`config.mk`:
```
export PLATFORM = sky130hd
export DESIGN_NAME = data_compression_encoder_flat
export DESIGN_NICKNAME = d
export VERILOG_FILES = /design/src/rtl/data_compression_encoder_if.sv /design/src/rtl/data_compression_encoder.sv /design/src/flat_wrapper.sv
export SDC_FILE = /design/constraint.sdc
export NUM_CORES = 1
export LEC_CHECK = 0
export CORE_MARGIN = 5
export CORE_UTILIZATION = 50
export CTS_CLUSTER_SIZE = 25
export DETAILED_ROUTE_END_ITERATION = 6
export GPL_TIMING_DRIVEN = 0
export HOLD_SLACK_MARGIN = 0.02
export PLACE_DENSITY = 0.78
export SKIP_LAST_GASP = 1
export SYNTH_ARGS = -nofsm -noshare
export SYNTH_HDL_FRONTEND = slang
export SYNTH_SLANG_ARGS = --single-unit
export TNS_END_PERCENT = 1
```
`constraint.sdc`:
```
create_clock -name clk -period 5.9 [get_ports clk]
set_input_delay 1.77 -clock clk [delete_from_list [all_inputs] [get_ports clk]]
set_output_delay 1.77 -clock clk [all_outputs]
set_load 0.01 [all_outputs]
```
`src/rtl/data_compression_encoder_if.sv`:
```
`default_nettype none
// ============================================================================
// Module      : data_compression_encoder_if
// Description : Input word stream and compressed output stream of the encoder.
// Revision    : 1.0 - initial release
// ============================================================================
interface data_compression_encoder_if;
  logic        in_valid;
  logic        in_ready;
  logic [23:0] in_data;
  logic        out_valid;
  logic        out_ready;
  logic [11:0] out_data;

  // master: the environment around the encoder; slave: the encoder itself
  modport master (
    output in_valid, in_data, out_ready,
    input  in_ready, out_valid, out_data
  );
  modport slave (
    input  in_valid, in_data, out_ready,
    output in_ready, out_valid, out_data
  );
endinterface
`default_nettype wire

```
`src/rtl/data_compression_encoder.sv`:
```
`default_nettype none
// ============================================================================
// Module      : data_compression_encoder
// Description : Learns a 4-entry codebook of 6-bit symbols, then packs each
//               24-bit word into 8 code bits plus 4 miss flags.
//               Optional miss counter: define ENCODER_MISS_COUNT_EN.
// Revision    : 1.0 - initial release
// ============================================================================
module data_compression_encoder #(
  parameter int MISS_CNT_W = 16
) (
  input  logic                      clk,
  input  logic                      reset,
  input  logic                      load_cb,
  data_compression_encoder_if.slave stream,
  output logic [5:0]                c1,
  output logic [5:0]                c2,
  output logic [5:0]                c3,
  output logic [5:0]                c4,
  output logic [1:0]                e1,
  output logic [1:0]                e2,
  output logic [1:0]                e3,
  output logic [1:0]                e4,
  output logic                      cb_valid,
  output logic [MISS_CNT_W-1:0]     miss_count
);

  typedef enum logic [1:0] {
    ST_IDLE   = 2'd0,
    ST_LEARN  = 2'd1,
    ST_ENCODE = 2'd2
  } state_t;

  state_t      state;
  logic [5:0]  cb [4];
  logic [2:0]  fill;
  logic        out_valid_q;
  logic [11:0] out_data_q;

  logic        in_ready_w;
  logic        in_accept;
  logic        enc_accept;

  logic [5:0]  learn_cb [4];
  logic [2:0]  learn_fill;
  logic        learn_hit;

  logic [11:0] enc_word;
  logic        enc_hit;
  logic [1:0]  enc_code;

  assign c1 = cb[0];
  assign c2 = cb[1];
  assign c3 = cb[2];
  assign c4 = cb[3];
  assign e1 = 2'b00;
  assign e2 = 2'b01;
  assign e3 = 2'b10;
  assign e4 = 2'b11;

  assign stream.in_ready  = in_ready_w;
  assign stream.out_valid = out_valid_q;
  assign stream.out_data  = out_data_q;

  // The cycle with fill==4 still in LEARN is the hand-over to ENCODE; hold off input then
  always_comb begin
    in_ready_w = 1'b0;
    if (!load_cb) begin
      case (state)
        ST_LEARN:  in_ready_w = (fill != 3'd4);
        ST_ENCODE: in_ready_w = !out_valid_q || stream.out_ready;
        default:   in_ready_w = 1'b0;
      endcase
    end
  end

  assign in_accept  = stream.in_valid && in_ready_w;
  assign enc_accept = in_accept && (state == ST_ENCODE);

  // Insert each new distinct symbol of the word in s0..s3 order until full
  always_comb begin
    learn_cb   = cb;
    learn_fill = fill;
    learn_hit  = 1'b0;
    for (int i = 0; i < 4; i++) begin
      learn_hit = 1'b0;
      for (int k = 0; k < 4; k++) begin
        if ((3'(k) < learn_fill) && (learn_cb[k] == stream.in_data[6*i +: 6]))
          learn_hit = 1'b1;
      end
      if (!learn_hit && (learn_fill != 3'd4)) begin
        learn_cb[learn_fill[1:0]] = stream.in_data[6*i +: 6];
        learn_fill                = learn_fill + 3'd1;
      end
    end
  end

  always_comb begin
    enc_word = '0;
    enc_hit  = 1'b0;
    enc_code = 2'b00;
    for (int i = 0; i < 4; i++) begin
      enc_hit  = 1'b0;
      enc_code = 2'b00;
      for (int k = 0; k < 4; k++) begin
        if (!enc_hit && (cb[k] == stream.in_data[6*i +: 6])) begin
          enc_hit  = 1'b1;
          enc_code = 2'(k);
        end
      end
      enc_word[2*i +: 2] = enc_code;
      enc_word[8 + i]    = !enc_hit;
    end
  end

  always_ff @(posedge clk or posedge reset) begin
    if (reset) begin
      state       <= ST_IDLE;
      for (int k = 0; k < 4; k++) cb[k] <= '0;
      fill        <= '0;
      cb_valid    <= 1'b0;
      out_valid_q <= 1'b0;
      out_data_q  <= '0;
    end else begin
      // A pending output drains normally in every state, load_cb included
      if (enc_accept) begin
        out_valid_q <= 1'b1;
        out_data_q  <= enc_word;
      end else if (stream.out_ready) begin
        out_valid_q <= 1'b0;
      end

      if (load_cb) begin
        for (int k = 0; k < 4; k++) cb[k] <= '0;
        fill     <= '0;
        cb_valid <= 1'b0;
        state    <= ST_LEARN;
      end else begin
        case (state)
          ST_LEARN: begin
            if (fill == 3'd4) begin
              state    <= ST_ENCODE;
              cb_valid <= 1'b1;
            end else if (in_accept) begin
              cb   <= learn_cb;
              fill <= learn_fill;
            end
          end
          default: ;
        endcase
      end
    end
  end

`ifdef ENCODER_MISS_COUNT_EN
  logic [MISS_CNT_W-1:0] miss_cnt;
  logic [2:0]            miss_pop;
  logic [MISS_CNT_W:0]   miss_sum;

  assign miss_pop = 3'(enc_word[8]) + 3'(enc_word[9]) + 3'(enc_word[10]) + 3'(enc_word[11]);
  assign miss_sum = {1'b0, miss_cnt} + (MISS_CNT_W+1)'(miss_pop);

  always_ff @(posedge clk or posedge reset) begin
    if (reset) begin
      miss_cnt <= '0;
    end else if (load_cb) begin
      miss_cnt <= '0;
    end else if (enc_accept) begin
      miss_cnt <= miss_sum[MISS_CNT_W] ? '1 : miss_sum[MISS_CNT_W-1:0];
    end
  end

  assign miss_count = miss_cnt;
`else
  assign miss_count = '0;
`endif

endmodule
`default_nettype wire
```
`src/flat_wrapper.sv`:
```
// flat-port wrapper written by rule: the top's interface ports become plain ports
module data_compression_encoder_flat 
#(
  parameter int MISS_CNT_W = 16
)
  (clk, reset, load_cb, c1, c2, c3, c4, e1, e2, e3, e4, cb_valid, miss_count, stream_in_valid, stream_in_data, stream_out_ready, stream_in_ready, stream_out_valid, stream_out_data);
  data_compression_encoder_if stream_i ();
  input  logic clk;
  input  logic reset;
  input  logic load_cb;
  output logic [5:0] c1;
  output logic [5:0] c2;
  output logic [5:0] c3;
  output logic [5:0] c4;
  output logic [1:0] e1;
  output logic [1:0] e2;
  output logic [1:0] e3;
  output logic [1:0] e4;
  output logic cb_valid;
  output logic [MISS_CNT_W-1:0] miss_count;
  input wire logic [$bits(stream_i.in_valid)-1:0] stream_in_valid;
  input wire logic [$bits(stream_i.in_data)-1:0] stream_in_data;
  input wire logic [$bits(stream_i.out_ready)-1:0] stream_out_ready;
  output wire logic [$bits(stream_i.in_ready)-1:0] stream_in_ready;
  output wire logic [$bits(stream_i.out_valid)-1:0] stream_out_valid;
  output wire logic [$bits(stream_i.out_data)-1:0] stream_out_data;
  assign stream_i.in_valid = stream_in_valid;
  assign stream_i.in_data = stream_in_data;
  assign stream_i.out_ready = stream_out_ready;
  assign stream_in_ready = stream_i.in_ready;
  assign stream_out_valid = stream_i.out_valid;
  assign stream_out_data = stream_i.out_data;
  data_compression_encoder #(.MISS_CNT_W(MISS_CNT_W)) u_core (.clk(clk), .reset(reset), .load_cb(load_cb), .stream(stream_i), .c1(c1), .c2(c2), .c3(c3), .c4(c4), .e1(e1), .e2(e2), .e3(e3), .e4(e4), .cb_valid(cb_valid), .miss_count(miss_count));
endmodule
```
======== Word-level counts from Yosys, hierarchy flattened ========
Cells that the tools add are included.
cells by class
  muxes and demuxes ....................... 82
  reductions and logical operators ........ 66
  add/sub/neg operators ................... 4
  divide/modulo/power cells ............... 0
  bitwise operators ....................... 4
  multiply operators ...................... 0
  eq/ne operators ......................... 36
  magnitude comparators ................... 24
  shift-type cells ........................ 0
operators by type and width
  kind                                                                          count
  24-bit 2-to-1 mux                                                             8
  6-bit equality test                                                           28
  24-bit bitwise mux                                                            4
  6-bit demux with 2-bit select                                                 4
  1-bit 2-to-1 mux                                                              42
  1-bit logical AND                                                             38
  1-bit by 3-bit less-than comparator with 1-bit output, first input constant   8
  2-bit by 3-bit less-than comparator with 1-bit output, first input constant   8
  3-bit 2-to-1 mux                                                              8
  6-bit 2-to-1 mux                                                              4
  2-bit 2-to-1 mux                                                              11
  1-bit zero test                                                               21
  3-bit by 1-bit adder with 3-bit output, second input constant                 4
  3-bit greater-or-equal comparator, second input constant                      4
  3-bit by 1-bit less-than comparator with 1-bit output, second input constant  4
  3-bit != test, second input constant                                          4
  2-bit inverter with 3-bit output                                              4
  2-bit nonzero test                                                            4
  3-bit equality test, second input constant                                    1
  3-bit AND reduction                                                           1
  2-bit by 1-bit equality test with 1-bit output, second input constant         1
  2-bit equality test, second input constant                                    1
  2-bit != test, second input constant                                          1
  1-bit case mux with 2 select lines                                            1
  other kinds (2)                                                               2
storage, ports and cells
  bits in writable memories ............... 0
  bits in read-only memories .............. 0
  bits in latches ......................... 0
  memories kept ........................... 0
  output and inout port bits .............. 63
  register bits ........................... 43

======== Depth between registers and ports, before layout ========
  word-level depth ........................ 40
  depth in mapped cells ................... 26

======== Worst setup path before layout ========
OpenSTA, ideal clock, no wires.
  path kind ............................... in2reg
  start point ............................. input stream_in_data[1]
  end point ............................... register u_core.cb (netlist bit u_core.c2[5])
  slack ................................... -1487 ps
  data required time ...................... 5799 ps
  arrival time ............................ 7287 ps
  cell stages on the path ................. 25
  path through ............................ buf_4 -> xor2_1 -> nor4_2 -> and2_4 -> a311oi_4 -> nand2_1 -> xnor2_1 -> inv_1 -> ha_1 -> clkbuf_1 -> a21oi_1 -> nand3_1 -> xnor2_1 -> inv_1 -> ha_1 -> nand2_1 -> o21ai_2 -> or4_1 -> buf_6 -> mux2_4 -> xnor2_2 -> nor4_4 -> nor4_1 -> buf_6 -> o311ai_2
between the ends
  cells in the longest elaborated chain, start to end .. 40
  elaborated cells between the ends (all ways) .. 106
  classes of those cells .................. add/sub (2); order compare (18); eq/ne (19); mux (37); bitwise (3); reduce/logical (27)
RTL lines
  item                                                                                          line                             RTL
  start, declared                                                                               flat_wrapper.sv:22               input wire logic [$bits(stream_i.in_data)-1:0] stream_in_data;
  6-bit equality test                                                                           data_compression_encoder.sv:88   if ((3'(k) < learn_fill) && (learn_cb[k] == stream.in_data[6*i +: 6]))
  1-bit logical AND                                                                             data_compression_encoder.sv:88
  1-bit 2-to-1 mux (4 in series)                                                                data_compression_encoder.sv:88
  1-bit zero test                                                                               data_compression_encoder.sv:91   if (!learn_hit && (learn_fill != 3'd4)) begin
  1-bit logical AND                                                                             data_compression_encoder.sv:91
  3-bit 2-to-1 mux or 24-bit 2-to-1 mux (tied branches)                                         data_compression_encoder.sv:91
  1-bit by 3-bit less-than comparator with 1-bit output or 6-bit equality test (tied branches)  data_compression_encoder.sv:88
  1-bit logical AND                                                                             data_compression_encoder.sv:88
  (+18 left out)                                                                                --
  1-bit 2-to-1 mux (4 in series)                                                                data_compression_encoder.sv:88
  1-bit zero test                                                                               data_compression_encoder.sv:91
  1-bit logical AND                                                                             data_compression_encoder.sv:91
  24-bit 2-to-1 mux (*)                                                                         data_compression_encoder.sv:91
  24-bit 2-to-1 mux (*)                                                                         data_compression_encoder.sv:144  end else if (in_accept) begin
  24-bit 2-to-1 mux (*)                                                                         data_compression_encoder.sv:141  if (fill == 3'd4) begin
  24-bit 2-to-1 mux (*)                                                                         data_compression_encoder.sv:139  case (state)
  24-bit 2-to-1 mux (*)                                                                         data_compression_encoder.sv:133  if (load_cb) begin
  end signal, assigned                                                                          data_compression_encoder.sv:145  cb <= learn_cb;
  end, declared                                                                                 data_compression_encoder.sv:35   logic [5:0] cb [4];
Mark *: on every way between the ends. The rest lies on a longest branch, timed or not. The select of a mux whose other input is x is not followed.
A chain may end at the register's enable or synchronous reset.

======== Final worst setup path ========
  start point ............................. input stream_in_data[1]
  end point ............................... register u_core.cb (netlist bit u_core.c3[2])
Same word-level chain as after synthesis.

==> impl_summary.md <==
Finish
The top cell types in the final layout, fill and taps aside, are sky130_fd_sc_hd__buf_4, sky130_fd_sc_hd__xnor2_1, sky130_fd_sc_hd__nand2_1, sky130_fd_sc_hd__nor2_1, sky130_fd_sc_hd__clkdlybuf4s50_1. The number of nets at the end of the flow is 1111. Of the cells placed in the final design, the portion with a size suffix greater than 1 is 0.279. Relative to the synthesized area, the layout overhead comes to 33.4%. Counting the fill cells in the layout gives 1122. The number of antenna cells inserted is 0.

The most frequent standard cell in the layout excluding fill and tap cells is sky130_fd_sc_hd__buf_4. The area occupied by multi-input gates is 0.00610 mm2. Across the whole layout, storage elements account for 0.00105 mm2.

Flow run
Max-cap violations in this run came to 0.

Power and ir drop
The part of the total power dissipated in sequential elements is 0.087. The leakage power summed over all cells is 3.98 nW. Dividing total power by cell area gives a power density of 434 mW/mm2. The clock network fraction of total power is 0.070. The cell-internal power is 2.03 mW.

The maximum vdd drop is 0.693 mV. The combinational group share of total power is 0.843. The switching component of the power is 2.12 mW. Of the total power, the share spent switching nets is 0.511.

GRT
The total track usage is 0.332. The global-route congestion overflow total is 0. The wire length of the first global-routing pass is 43100 um. The via count of the first global-routing pass is 7735.

The number of antenna violations at the first check in global routing is 0. The largest net degree at the start of global routing is 43.

Detailed routing
The final layout contains routed wiring with a total length of 28500 um. The total via count in the routed design is 8048. In this run, the number of DRC markers left after iteration 0 of detailed routing was 1110. After detailed routing, the average wire length per cell comes to 22.9 um. The ratio of routed vias to standard cells is 6.46. In the routed design, unresolved DRC markers number 0.

The detail route stage leaves a number of antenna-violating nets equal to 0. The first TritonRoute pass finished after 6 iterations.

Floorplan
The horizontal extent of the die is 130 um. Measured along the y axis, the die boundary spans 130 um. During I/O placement, the number of pins put on the boundary was 92.

The initial utilization of the core area, before any placement, comes to 0.513. Row generation in the floorplan step produced 43 rows. The die outline area is 0.0168 mm2.

The core area is 0.0140 mm2.

Logic synthesis
The synthesized instance count is 910. The area of the mapped netlist is 0.00717 mm2. The share of flip-flops with an asynchronous set or reset after synthesis is 1.00.

The synthesized design contains 0 enable-type register cells. The total of flip-flops plus latches after synthesis is 42. The dominant cell type by area after synthesis is sky130_fd_sc_hd__dfrtp_1. The main flop type after synthesis is sky130_fd_sc_hd__dfrtp_1.

Yosys attributes the largest share of cell area to sky130_fd_sc_hd__dfrtp_1, sky130_fd_sc_hd__xnor2_1, sky130_fd_sc_hd__mux2i_1. The average instance in the mapped netlist occupies 7.88 um2. The share of synthesized area in the top cell type comes to 0.147.

The register area share after synthesis is 0.147. During synthesis, Yosys emitted a total of 0 warnings. The number of distinct library cells after synthesis is 90.

CTS
The number of buffers inserted during clock tree synthesis is 5. The sink count of the clock tree is 42. The count of H-tree levels built during CTS is 2.

After clock tree synthesis, the clock-pin slew on the worst setup and hold paths is 70 ps. In this run the clock root is driven by a sky130_fd_sc_hd__clkbuf_16. The clock tree from TritonCTS is yes. The clock latency on the worst-skew pair is 300 ps. In this run the deepest clock path goes through 2 buffers.

STA
The shortest clock period the worst path allows after layout is 6890 ps. Setup repair after global routing could not meet its margin everywhere. The worst path setup slack after routing is -985 ps. The number of pins with negative max-slew slack in the final report came to 0. The worst slew margin relative to its limit is 0.306.

Static timing analysis puts the maximum clock frequency at 145 MHz. The final worst-path cycle share is 1.17. The number of failing setup endpoints in the final timing report is 27. The total negative slack for setup checks is -24240 ps. The number of endpoints with negative hold slack in the final report was 0. The clock arrives with 6.69 ps of skew. At the pin with the least slew margin, the transition time is 1040 ps.

Worst setup path
Among the stages of the critical path, the cell type that occurs most often is sky130_fd_sc_hd__buf_4. The worst path arrival time is 7040 ps. The startpoint type of the worst setup path is an input port. The worst setup path is of the input port to register kind. In this run the worst path has a maximum fanout of 10. STA puts the critical path data required time at 6060 ps. The worst setup path is captured at a register.

In this design, the stage delay of the slowest critical-path cell is 520 ps. On the critical path, the stage with the largest delay is an instance of sky130_fd_sc_hd__or4_4.

Status
The checks that failed: negative setup slack. The run finished, with violations left.

Placed design
At the placement stage, the worst setup path has a slack of -2330 ps. At the end of routability-driven placement, the weighted congestion stood at 1.02. The HPWL after detailed placement is 20600 um. The count of buffers added on input and output ports is 54.

Min path
The class of the worst hold path is register to register.
## path summary, 6_finish.rpt
check / from / to / slack [ps] / cells after the start
min in group asynchronous: reset / u_core.c1[3] / 1970 / 2
max in group asynchronous: reset / u_core.stream.out_data[1] / 3390 / 2
setup / recovery: stream_in_data[1] / u_core.c3[2] / -990 / 26
hold / removal: u_core.stream.out_data[8] / u_core.stream.out_data[8] / 470 / 2
hold reg to reg: u_core.stream.out_data[8] / u_core.stream.out_data[8] / 470 / 2
setup reg to reg: u_core.fill[0] / u_core.c3[2] / -720 / 26
## layout make-up
class                      count  area share
buffer                       111      0.0768
clock buffer                   5      0.0131
clock inverter                 3     0.00248
inverter                      48      0.0192
multi-input combinational    732       0.637
sequential                    42       0.110
tap                          180      0.0235
timing repair buffer         124       0.118
## critical path, delay by kind of cell
family	cells	cell delay (ps)
AOI/OAI and AO/OA	7	1750
and+or+nand+nor	8	1520
buffers and inverters	8	1290
xor gates and xnor gates	2	350
muxes	1	340
## cell usage after synthesis, drive strengths merged, types with 4 or more instances
| cell type | n |
|---|---|
| o32ai | 5 |
| xnor2 | 85 |
| clkbuf | 40 |
| and3 | 4 |
| o21ai | 50 |
| nand2 | 69 |
| o311ai | 14 |
| nor2 | 59 |
| nand2b | 9 |
| a32o | 6 |
| nor4 | 28 |
| nand4 | 23 |
| buf | 71 |
| a211oi | 7 |
| nor3 | 31 |
| nor2b | 7 |
| nand3 | 45 |
| o22ai | 8 |
| dfrtp | 42 |
| xor2 | 44 |
| a22oi | 4 |
| o31a | 4 |
| a22o | 6 |
| mux2i | 54 |
| mux2 | 16 |
| a21oi | 27 |
| a221o | 5 |
| ha | 18 |
| o211ai | 7 |
| o31ai | 8 |
| inv | 47 |
| and2 | 9 |
| a31oi | 9 |
## power by group through the flow
stage,Combinational (mW),Sequential [mW],Clock (mW)
floorplan,2.01,0.378,0
global placement,2.67,0.365,0
detailed placement,2.69,0.367,0
CTS,3.31,0.362,0.287
global route,3.67,0.366,0.302
finish,3.50,0.362,0.291
## repair_timing
action / in CTS / in global routing
pin swaps: 48 / 18
gates resized for setup: 121 / 17
setup buffers: 60 / 8
hold buffers: 0 / 0
endpoints found under the setup margin: 27 / 27
gates cloned: 3 / 0
## metrics by stage
step	area [um2]	power [mW]	utilization	hold WS, ps	instances
4_1_cts	9430	3.96	0.674	482	1237
2_1_floorplan	7370	2.39	-	471	932
3_3_place_gp	8140	3.03	0.582	461	1166
3_5_place_dp	8140	3.06	0.582	463	1166
5_1_grt	9570	4.34	0.684	514	1245
6_report	9570	4.15	0.684	474	1245
## layer usage
metal	wire, um	up-vias	share of wire	GRT usage
li1	-	3515	-	-
met1	10700	3717	0.38	0.424
met2	12200	635	0.43	0.506
met3	3460	181	0.12	0.0806
met4	2080	0	0.073	0.200
met5	0	-	0	0
## state kept, by name, indices dropped and copies added (netlist names)
name	flops
u_core.c4	6
u_core.state	2
u_core.c3	6
u_core.fill	3
u_core.c1	6
u_core.c2	6
u_core.stream.out_data	12
u_core.stream.out_valid	1
## cells by family (layout without fill, tap and decap cells)
logic type / after synthesis / in the layout / synth area share
mux: 70 / 70 / 0.102
buf+inv: 159 / 291 / 0.112
fa+ha+maj: 18 / 18 / 0.0314
xor+xnor: 129 / 129 / 0.163
flops: 42 / 42 / 0.147
simple gates: 297 / 298 / 0.234
compound gates: 193 / 193 / 0.210
other cells: 2 / 24 / 0.00105
Power figures use the tool's default switching activity.
